`src/rtl/ram_sp_param.sv`:
```
// Parametrised single-port synchronous RAM with a post-reset clear sequence,
// selectable read-during-write behaviour, read-valid strobe and range check.
module ram_sp_param #(
    parameter int unsigned       DATA_W   = 8,
    parameter int unsigned       ADDR_W   = 8,
    parameter int unsigned       DEPTH    = 256,
    parameter int unsigned       WR_MODE  = 0,
    parameter logic [DATA_W-1:0] INIT_VAL = '0
) (
    input  logic              CLK,
    input  logic              RST,
    input  logic              EN,
    input  logic              WE,
    input  logic [ADDR_W-1:0] Addr,
    input  logic [DATA_W-1:0] Din,
    output logic [DATA_W-1:0] Dout,
    output logic              Valid,
    output logic              Busy,
    output logic              Err
);

    localparam logic [ADDR_W:0]   DEPTH_X = (ADDR_W + 1)'(DEPTH);
    localparam logic [ADDR_W-1:0] LAST    = ADDR_W'(DEPTH - 1);

    typedef enum logic {
        CLEAR,
        RUN
    } state_t;

    state_t            state;
    state_t            state_next;
    logic [ADDR_W-1:0] ptr;
    logic [ADDR_W-1:0] ptr_next;
    logic [DATA_W-1:0] mem [DEPTH];
    logic              in_range;
    logic              access;
    logic              mem_we;
    logic [ADDR_W-1:0] mem_addr;
    logic [DATA_W-1:0] mem_wdata;

    // Extra top bit keeps the compare exact when DEPTH == 2**ADDR_W.
    assign in_range = {1'b0, Addr} < DEPTH_X;
    assign access   = EN && (state == RUN);
    assign Busy     = (state == CLEAR);

    always_ff @(posedge CLK or posedge RST) begin
        if (RST) begin
            state <= CLEAR;
            ptr   <= '0;
        end else begin
            state <= state_next;
            ptr   <= ptr_next;
        end
    end

    always_comb begin
        state_next = state;
        ptr_next   = ptr;
        mem_we     = 1'b0;
        mem_addr   = Addr;
        mem_wdata  = Din;
        unique case (state)
            CLEAR: begin
                mem_we    = 1'b1;
                mem_addr  = ptr;
                mem_wdata = INIT_VAL;
                ptr_next  = ptr + 1'b1;
                if (ptr == LAST) begin
                    state_next = RUN;
                end
            end
            RUN: begin
                mem_we = EN && WE && in_range;
            end
            default: begin
                state_next = CLEAR;
            end
        endcase
    end

    // Storage has no reset so it can map onto block RAM.
    always_ff @(posedge CLK) begin
        if (mem_we) begin
            mem[mem_addr] <= mem_wdata;
        end
    end

    always_ff @(posedge CLK or posedge RST) begin
        if (RST) begin
            Dout  <= '0;
            Valid <= 1'b0;
            Err   <= 1'b0;
        end else begin
            Valid <= 1'b0;
            Err   <= 1'b0;
            if (access) begin
                if (!in_range) begin
                    Dout <= '0;
                    Err  <= 1'b1;
                end else if (!WE) begin
                    Dout  <= mem[Addr];
                    Valid <= 1'b1;
                end else if (WR_MODE == 1) begin
                    Dout  <= Din;
                    Valid <= 1'b1;
                end else if (WR_MODE == 0) begin
                    Dout  <= mem[Addr];
                    Valid <= 1'b1;
                end
            end
        end
    end

endmodule

```
`config.mk`:
```
export PLATFORM = sky130hd
export DESIGN_NAME = ram_sp_param
export DESIGN_NICKNAME = d
export VERILOG_FILES = /design/src/rtl/ram_sp_param.sv
export SDC_FILE = /design/constraint.sdc
export NUM_CORES = 2
export LEC_CHECK = 0
export ABC_AREA = 1
export CAP_MARGIN = 10
export CELL_PAD_IN_SITES_DETAIL_PLACEMENT = 1
export CELL_PAD_IN_SITES_GLOBAL_PLACEMENT = 2
export CORE_UTILIZATION = 47
export CTS_CLUSTER_DIAMETER = 120
export DETAILED_ROUTE_END_ITERATION = 12
export PLACE_DENSITY_LB_ADDON = 0.1
export SLEW_MARGIN = 20
export SYNTH_ARGS = -nofsm -noshare
export SYNTH_HDL_FRONTEND = slang
export SYNTH_SLANG_ARGS = --single-unit
```
`constraint.sdc`:
```
create_clock -name CLK -period 9.4 [get_ports CLK]
set_input_delay 0.94 -clock CLK [delete_from_list [all_inputs] [get_ports CLK]]
set_output_delay 0.94 -clock CLK [all_outputs]
set_load 0.01 [all_outputs]
```
==> results.cfg <==
[status]
outcome = finished clean

[sta]
setup_violations = 0
rsz0062_at_grt = no
hold_viol = 0
max_freq_mhz = 236
fin_skew_ns = 0.0226
worst_pin_slew_ns = 1.16
maxSlewHeadroom = 0.221
setup_tns_ns = 0
slew_violations = 0
period_share = 0.451
min_period_ns = 4.24

[worst_setup_path]
cp.required_ns = 9.88
crit_fanout = 17
crit_path_start_kind = flip-flop
cp.arrival_ns = 4.72
timing_worst_setup_path_type = reg2reg
critPathCaptureType = flip-flop

[routing]
vias = 55100
dr.first_iter.drc_count = 5173
routed_wl_mm = 258
drc = 0
drtAntennaViolNets = 0
routedWlPerCell_um = 27.4
post_drt_via_cell_ratio = 5.85
drt-pass1-iter-count = 5

[place]
dpl.cell_count = 9040
io_buffers = 29
hpwl_mm = 148
globalplace.congestion = 0.841

[clock_tree]
post-cts-setup-buffers = 0
cts_buffer_depth = 3
cts_root_buffer = clkbuf_16
clk_latency_ns = 0.85
numCtsBuffers = 212
ctsResizeCount = 0
h-tree-depth = 4
clkSinkCount = 2066
tritoncts = yes
holdBufCountCts = 0
clkTransAtPathRegs_ns = 0.06

[die]
rows = 154
initial_utilization = 0.475
die_x_um = 425
die_area_um2 = 180000
core_area_um2 = 177000
io-pin-count = 31
die_h_um = 425

[layout]
stdcell_count = 9423
multi_input_area_um2 = 19500
drive_above_1_share = 0.0568
diodes = 0
fin_nets = 6935
area.sequential_um2 = 61900
final_util = 0.521
nFillCells = 18000
area_growth_pct = 9.79

[power_and_ir_drop]
cellPowerDensity_nw_per_um2 = 207
ir_drop_mv = 0.179
p_leak_nw = 30.7

[yosys]
ys_seq_elements = 2066
syn_nets = 7105
postSynthAreaPerCell_um2 = 11.9
syn_inst = 7084
ys_types = 27
syn_area_um2 = 84000
yosysWarnings = 0
seq_area_frac_synth = 0.737

[flow_run]
drv_cap = 0

[global_routing]
grt_usage = 0.287
antenna_found_initial = 10
grt_pass1_vias = 56400
gr-total-overflow = 0
grt_pass1_wl_mm = 380
grt_max_degree = 202

[min_path]
hold_path.class = reg2reg
## worst max-delay path, cell delays in order, from the launching register on
cell	delay [ns]
dfrtp_1	0.37
inv_1	0.22
a21oi_1	0.66
clkinv_1	0.93
nand2_2	1.21
nor2_1	0.47
## per-stage QoR
step           hold slack (ns)  cell area, um^2  setup WS, ns  total power, mW
6_report                 0.577            92200          5.16             19.1
5_1_grt                  0.592            92200          5.15             19.6
3_3_place_gp             0.544            85700          4.47             11.1
2_1_floorplan            0.485            84000          4.89             10.8
3_5_place_dp             0.555            85700          4.41             11.1
4_1_cts                  0.564            92200          5.18             19.2
## final timing paths
path,startpoint,end,depth (start not counted),slack (ns)
max reg2reg,state$_DFF_PP0_,mem[178][1]$_DFFE_PP_,5,5.16
min reg2reg,ptr[4]$_DFFE_PP0N_,ptr[4]$_DFFE_PP0N_,1,0.58
min,ptr[4]$_DFFE_PP0N_,ptr[4]$_DFFE_PP0N_,1,0.58
max in group asynchronous,RST,ptr[0]$_DFFE_PP0N_,2,8.19
min in group asynchronous,RST,Valid$_DFF_PP0_,2,0.61
max,state$_DFF_PP0_,mem[178][1]$_DFFE_PP_,5,5.16
## layer usage
layer,GRT usage,part of all wire,up-vias
met5,0,0.00013,-
met4,0.0914,0.030,6
met3,0.0347,0.052,369
met2,0.476,0.49,1560
met1,0.395,0.43,28400
li1,-,-,24800
## layout by cell type, fill, tap and decap left out, drive strengths merged, types with 2 or more instances in the layout
cell	Yosys	routed
a21oi	4	4
nor2	290	290
clkinvlp	0	3
nand2	2117	2117
buf	394	80
bufinv	0	12
inv	53	57
nand3	2044	2044
clkdlybuf4s50	0	23
and3	2	2
edfxtp	2048	2048
xor2	5	5
o21ai	7	7
clkbuf	93	275
dfrtp	18	18
clkinv	4	93
## registers in the layout (all words and copies together) (netlist names)
signal,flops
Dout,8
Valid,1
mem,2048
ptr,8
state,1
## power by group
| group | switching, mW | internal, mW |
|---|---|---|
| logic | 0.731 | 0.260 |
| clock network | 3.49 | 4.61 |
| registers | 0 | 9.97 |
| total | 4.22 | 14.8 |
## Yosys cell counts
master	n	area share
nand2_1	2117	0.095
edfxtp_1	2048	0.73
nand3_1	2044	0.12
nor2_1	289	0.013
buf_2	283	0.017
clkbuf_1	93	0.0042
buf_1	61	0.0027
inv_1	49	0.0022
buf_4	35	0.0031
dfrtp_1	18	0.0054
buf_6	15	0.0020
xor2_1	5	0.00052
clkinv_1	4	0.00018
o21ai_1	4	0.00024
a21oi_1	3	0.00018
inv_2	3	0.00013
and3_1	2	0.00015
o21ai_0	2	0.00012
a21oi_2	1	0.00010
conb_1	1	0.000045
ha_1	1	0.00015
inv_4	1	0.000075
nand4_1	1	0.000075
nor2_2	1	0.000075
nor3_2	1	0.00012
o21ai_2	1	0.00010
xnor2_1	1	0.00010
## cell type report
class	count	area share
inverter	57	0.00334
timing repair buffer	103	0.0110
sequential	2066	0.672
multi-input combinational	4474	0.211
clock inverter	108	0.00865
tap	2340	0.0317
clock buffer	275	0.0626
## cell families after synthesis
group	after synthesis	synth area share
fa+ha+maj	1	0.000149
simple gates	4455	0.230
buf+inv	544	0.0315
flops	2066	0.737
xor+xnor	6	0.000625
other cells	1	0.0000446
compound gates	11	0.000745
No activity file was read; power rests on OpenSTA's default activity.
